**src/rtl/bitwise_logic_pkg.sv**
```systemverilog
// rtl/bitwise_logic_pkg.sv - op-code encodings shared by the bitwise logic pipe
package bitwise_logic_pkg;

  localparam int OP_W = 3;

  localparam logic [OP_W-1:0] OP_AND  = 3'd0;
  localparam logic [OP_W-1:0] OP_OR   = 3'd1;
  localparam logic [OP_W-1:0] OP_XOR  = 3'd2;
  localparam logic [OP_W-1:0] OP_NOR  = 3'd3;
  localparam logic [OP_W-1:0] OP_NAND = 3'd4;
  localparam logic [OP_W-1:0] OP_XNOR = 3'd5;
  localparam logic [OP_W-1:0] OP_ANDN = 3'd6;
  localparam logic [OP_W-1:0] OP_ORN  = 3'd7;

endpackage

```
**src/rtl/bitwise_op_core.sv**
```systemverilog
// rtl/bitwise_op_core.sv - combinational eight-way bitwise operator
module bitwise_op_core
  import bitwise_logic_pkg::*;
#(
  parameter int WIDTH = 32
) (
  input  logic [WIDTH-1:0] a,
  input  logic [WIDTH-1:0] b,
  input  logic [OP_W-1:0]  op,
  output logic [WIDTH-1:0] y
);

  always_comb begin
    y = '0;
    case (op)
      OP_AND:  y = a & b;
      OP_OR:   y = a | b;
      OP_XOR:  y = a ^ b;
      OP_NOR:  y = ~(a | b);
      OP_NAND: y = ~(a & b);
      OP_XNOR: y = ~(a ^ b);
      OP_ANDN: y = a & ~b;
      OP_ORN:  y = a | ~b;
    endcase
  end

endmodule

```
**src/rtl/bitwise_logic_pipe.sv**
```systemverilog
// rtl/bitwise_logic_pipe.sv - two-stage streaming bitwise engine with packet accumulate
module bitwise_logic_pipe
  import bitwise_logic_pkg::*;
#(
  parameter int WIDTH = 32,
  parameter int CNT_W = 8
) (
  input  logic             clock,
  input  logic             reset_n,
  input  logic             in_valid,
  output logic             in_ready,
  input  logic [OP_W-1:0]  in_op,
  input  logic             in_accum,
  input  logic             in_last,
  input  logic [WIDTH-1:0] data_operandA,
  input  logic [WIDTH-1:0] data_operandB,
  output logic             out_valid,
  input  logic             out_ready,
  output logic [WIDTH-1:0] data_result,
  output logic             out_zero,
  output logic             out_ones,
  output logic             out_parity,
  output logic [CNT_W-1:0] out_beats
);

  localparam logic [CNT_W-1:0] CNT_ONE = CNT_W'(1);
  localparam logic [CNT_W-1:0] CNT_MAX = '1;

  logic             s1_valid;
  logic [WIDTH-1:0] s1_res;
  logic [WIDTH-1:0] s1_a;
  logic [OP_W-1:0]  s1_op;
  logic             s1_accum;
  logic             s1_last;

  logic             acc_open;
  logic [WIDTH-1:0] acc;
  logic [CNT_W-1:0] count;

  logic [WIDTH-1:0] in_res;
  logic [WIDTH-1:0] acc_res;
  logic [WIDTH-1:0] fold_v;
  logic [CNT_W-1:0] cnt_next;
  logic [WIDTH-1:0] s2_d;
  logic [CNT_W-1:0] s2_beats;
  logic             in_fire;
  logic             out_fire;
  logic             s1_adv;
  logic             load_s2;

  bitwise_op_core #(.WIDTH(WIDTH)) u_in_core (
    .a  (data_operandA),
    .b  (data_operandB),
    .op (in_op),
    .y  (in_res)
  );

  bitwise_op_core #(.WIDTH(WIDTH)) u_acc_core (
    .a  (acc),
    .b  (s1_a),
    .op (s1_op),
    .y  (acc_res)
  );

  assign in_ready = !s1_valid || !out_valid || out_ready;
  assign in_fire  = in_valid && in_ready;
  assign out_fire = out_valid && out_ready;
  // S1 is consumed even when an open accumulate beat only updates acc
  assign s1_adv   = s1_valid && (!out_valid || out_ready);
  assign load_s2  = s1_adv && (!s1_accum || s1_last);

  assign fold_v   = acc_open ? acc_res : s1_a;
  assign cnt_next = (count == CNT_MAX) ? count : count + CNT_ONE;
  assign s2_d     = s1_accum ? fold_v : s1_res;
  assign s2_beats = s1_accum ? cnt_next : CNT_ONE;

  always_ff @(posedge clock or negedge reset_n) begin
    if (!reset_n) begin
      s1_valid <= 1'b0;
      s1_res   <= '0;
      s1_a     <= '0;
      s1_op    <= OP_AND;
      s1_accum <= 1'b0;
      s1_last  <= 1'b0;
    end else if (in_fire) begin
      s1_valid <= 1'b1;
      s1_res   <= in_res;
      s1_a     <= data_operandA;
      s1_op    <= in_op;
      s1_accum <= in_accum;
      s1_last  <= in_last;
    end else if (s1_adv) begin
      s1_valid <= 1'b0;
    end
  end

  always_ff @(posedge clock or negedge reset_n) begin
    if (!reset_n) begin
      acc_open <= 1'b0;
      acc      <= '0;
      count    <= '0;
    end else if (s1_adv && s1_accum) begin
      if (s1_last) begin
        acc_open <= 1'b0;
        count    <= '0;
      end else begin
        acc      <= fold_v;
        acc_open <= 1'b1;
        count    <= cnt_next;
      end
    end
  end

  // Flags are registered from the same value as data_result so they never skew
  always_ff @(posedge clock or negedge reset_n) begin
    if (!reset_n) begin
      out_valid   <= 1'b0;
      data_result <= '0;
      out_zero    <= 1'b1;
      out_ones    <= 1'b0;
      out_parity  <= 1'b0;
      out_beats   <= '0;
    end else if (load_s2) begin
      out_valid   <= 1'b1;
      data_result <= s2_d;
      out_zero    <= (s2_d == '0);
      out_ones    <= (s2_d == '1);
      out_parity  <= ^s2_d;
      out_beats   <= s2_beats;
    end else if (out_fire) begin
      out_valid   <= 1'b0;
    end
  end

endmodule

```
**config.mk**
```make
export PLATFORM = sky130hd
export DESIGN_NAME = bitwise_logic_pipe
export DESIGN_NICKNAME = d
export VERILOG_FILES = /design/src/rtl/bitwise_logic_pkg.sv /design/src/rtl/bitwise_op_core.sv /design/src/rtl/bitwise_logic_pipe.sv
export SDC_FILE = /design/constraint.sdc
export NUM_CORES = 1
export LEC_CHECK = 0
export BUFFER_PORTS_ARGS = -buffer_cell sky130_fd_sc_hd__buf_2
export CORE_ASPECT_RATIO = 1.5
export CORE_MARGIN = 2
export CORE_UTILIZATION = 44
export CTS_BUF_LIST = sky130_fd_sc_hd__clkbuf_8
export DETAILED_ROUTE_END_ITERATION = 8
export GPL_TIMING_DRIVEN = 0
export PLACE_DENSITY_LB_ADDON = 0.1
export SLEW_MARGIN = 20
export SYNTH_ARGS = -nofsm -noshare
export SYNTH_HDL_FRONTEND = slang
export SYNTH_SLANG_ARGS = --single-unit
```
**constraint.sdc**
```tcl
create_clock -name clock -period 3.22 [get_ports clock]
set_input_delay 0.483 -clock clock [delete_from_list [all_inputs] [get_ports clock]]
set_output_delay 0.483 -clock clock [all_outputs]
set_load 0.02 [all_outputs]
```
==> flow_summary.json <==
{
  "ys_seq_area_share_pct": 25.3,
  "end_kind": "flip-flop",
  "p_comb_share_pct": 62.2,
  "h-tree-depth": 4,
  "crit_family": "multiplexers",
  "ys_seq_elements": 155,
  "ioPinCount": 118,
  "power.density_nw_per_um2": 670,
  "worstPathRequired_ps": 3610,
  "drc": 0,
  "fillers": 3207,
  "drt-initial-drc-count": 621,
  "crit_slowest_cell": "mux4_2",
  "p_int_mw": 6.90,
  "dp_hpwl_um": 34500,
  "synth_top_cell_area_share_pct": 25.2,
  "period_needed_ps": 3160,
  "grt_pass1_wl_um": 67700,
  "die_h_um": 232,
  "switchingPower_mw": 5.19,
  "min_path_cells": 2,
  "netlist_instances": 1577,
  "p_leak_nw": 8.82,
  "core_um2": 34300,
  "path_clk_slew_ps": 90,
  "overflow": 0,
  "seq_area_um2": 3910,
  "cp.depth": 13,
  "slowest_delay_ps": 500,
  "grt_util_met2_pct": 44.9,
  "met3_usage_pct": 2.44,
  "status": "finished, final reports clean",
  "synth_area_per_cell_um2": 9.71,
  "rows": 83,
  "path_buf_inv": 2,
  "fmax_mhz": 316,
  "start_kind": "flip-flop",
  "maxCapViolations": 0,
  "yosys.area.top_type": "dfrtp_1",
  "port_buffers": 115,
  "track_usage_pct": 24.6,
  "cts_buffer_depth": 2,
  "preCtsSetupSlack_ps": -394,
  "ys_warn_count": 0,
  "hold_violations": 0,
  "crit_chain": "inv_1 > ha_1 > mux2_1 > mux4_2 > mux2i_4 > a21oi_4 > inv_1 > ha_4 > xnor2_4 > xnor2_2 > xnor2_2 > xnor2_1 > o21ai_1",
  "synthesis.nets": 1939,
  "cts_tree": "yes",
  "final_area_um2": 18100,
  "dpl.cell_count": 2118,
  "worstMarginPinSlew_ps": 846,
  "slew_violations": 0,
  "finalCritPeriodShare_pct": 98.1,
  "worst_r2r_path_depth": 13,
  "ys_types": 52,
  "clock_sinks": 155,
  "clkLatencyLatePin_ps": 510,
  "routed_wl_um": 44000,
  "netlist_area_um2": 15300,
  "ant_nets": 0,
  "p_seq_share_pct": 25.4,
  "vdd_drop_max_uv": 540,
  "grt_pass1_vias": 12201,
  "worst-setup-path-type": "reg -> reg",
  "die_area_um2": 36300,
  "cts_inserted_buffers": 17,
  "syn2layout_area_growth_pct": 17.9,
  "setup_ws_ps": 60.2,
  "nets": 2159,
  "skew_ps": 15.8,
  "cp.arrival_ps": 3550,
  "dr_total_vias": 12029,
  "final_cells": 2236,
  "power_mw": 12.1,
  "post_drt_wl_per_cell_um": 19.7,
  "initial_utilization_pct": 44.7,
  "met1_usage_pct": 28.3,
  "swShare_pct": 42.9,
  "synth_edf_count": 0,
  "die_width_um": 156,
  "clock-root-buffer": "clkbuf_8",
  "dpl_cell_area_um2": 16500,
  "synth_area_leaders": "dfrtp_1 (25%), ha_1 (24%), mux4_2 (8.1%), nand2_1 (4.9%), mux2i_1 (4.4%)",
  "grt-busiest-layer": "met2",
  "grt_max_degree": 92,
  "pwr-share-clk_pct": 12.3,
  "vias_per_cell": 5.38,
  "antenna_found_initial": 0,
  "multiInputGateArea_um2": 10800,
  "drive_above_1_share_pct": 29.0,
  "hold_class": "in -> reg",
  "finalSetupTns_ps": 0,
  "synthFlopType": "dfrtp_1",
  "drtPass1Iterations": 5,
  "globalplace.congestion": 0.887,
  "relSlewSlack_pct": 43.6,
  "setup_violations": 0,
  "worstPathMaxFanout": 4,
  "async_reset_ff_share_pct": 100
}
## per-layer routing
| layer | up-vias | share of wire (%) |
|---|---|---|
| met5 | - | 0 |
| met4 | 0 | 4.7 |
| met3 | 90 | 2.7 |
| met2 | 264 | 52 |
| met1 | 5852 | 41 |
| li1 | 5823 | - |
## what timing repair did
action                                  CTS  global route
resized for setup                        57            65
hold endpoints to repair                 63             0
endpoints found under the setup margin    3             2
hold buffers                              1             0
setup buffers                            28            60
pin swaps                                 4            33
## worst register-to-register path, cell delays in order (launching register included)
cell and delay, ps:
dfrtp_1 420, inv_1 90, ha_1 300, mux2_1 300, mux4_2 500, mux2i_4 200
a21oi_4 120, inv_1 110, ha_4 220, xnor2_4 140, xnor2_2 160, xnor2_2 260
xnor2_1 160, o21ai_1 80
## synthesized netlist by cell type (6+ instances only)
cell and n:
mux2i_1 67, nor2b_1 9, a21oi_1 18, mux4_2 55
xor2_1 9, a22oi_1 14, mux2_2 44, o21ai_1 47
a221oi_1 6, nor2_1 50, ha_1 289, nand2_1 201
xnor2_1 39, o221ai_1 11, dfrtp_1 154, mux2i_2 25
buf_1 10, inv_1 173, a21oi_2 25, o22ai_1 10
nand2b_1 6, mux2_1 19, buf_2 20, o21ai_0 129
mux2_4 22, clkbuf_1 52, nand4_1 11
## registers in the layout (all words and copies together) (netlist names), 3 cells and up
signal	count
acc	32
count	8
data_result	32
out_beats	8
s1_a	32
s1_op	3
s1_res	32
## cells by family (layout without fill, tap and decap cells)
kind of cell,count (synthesis),count (layout),synth area share [%]
buffers and inverters,270,503,7.47
multiplexers,232,232,21.5
AND/OR/NAND/NOR,298,298,8.14
AO/OA/AOI/OAI,285,285,11.2
XOR/XNOR,48,48,2.75
adder cells (fa/ha/maj),289,289,23.6
flip-flops,155,155,25.3
other,0,1,0
## stage by stage
step / util (%) / hold WS (ps)
after global placement: 47.9 / 450
final: 52.7 / 194
after CTS: 50.5 / 164
after global routing: 52.7 / 173
after detailed placement: 48.0 / 452
after floorplan: - / 187
## layout make-up
type | count | share of cell area (%)
Antenna cell | 1 | 0.0139
Clock buffer | 19 | 1.45
Timing Repair Buffer | 205 | 7.11
Buffer | 92 | 2.87
Inverter | 174 | 3.62
Clock inverter | 13 | 0.651
Multi-Input combinational cell | 1152 | 59.7
Sequential cell | 155 | 21.6
Tap cell | 425 | 2.94
## path summary, 6_finish.rpt
| kind | start | slack (ps) | end |
|---|---|---|---|
| min | in_valid | 190 | s1_valid |
| min in group asynchronous | reset_n | 480 | data_result[23] |
| min reg2reg | out_beats[6] | 470 | out_beats[6] |
| max reg2reg | acc[1] | 60 | out_parity |
| max | acc[1] | 60 | out_parity |
| max in group asynchronous | reset_n | 1840 | s1_a[3] |
## cells in the final DEF (no fill, tap or decap), types with 5 or more instances in the layout
cell and n:
ha_1 279, nand2_1 201, inv_1 159, buf_2 132, dfrtp_1 132, o21ai_0 128, buf_4 91, mux2i_1 66
mux4_2 55, nor2_1 50, o21ai_1 48, mux2_2 44, clkbuf_1 41, xnor2_1 30, mux2_4 22, dfrtp_2 22
clkbuf_8 20, mux2_1 19, a21oi_2 17, a21oi_1 14, mux2i_4 14, inv_2 14, a22oi_1 13, mux2i_2 12
a21oi_4 12, o221ai_1 11, nand4_1 11, clkbuf_2 10, o22ai_1 10, ha_4 9, nor2b_1 8, xor2_1 8
buf_6 7, buf_1 7, xnor2_2 7, nand2b_1 6, a21o_1 5
## power groups by stage
stage	Clock (mW)	Combinational [mW]	Sequential, mW
global placement	0	5.98	3.12
finish	1.49	7.53	3.08
floorplan	0	4.29	3.24
global route	1.59	8.18	3.16
detailed placement	0	6.16	3.12
CTS	1.52	6.73	3.07
(Power assumes the default switching activity.)
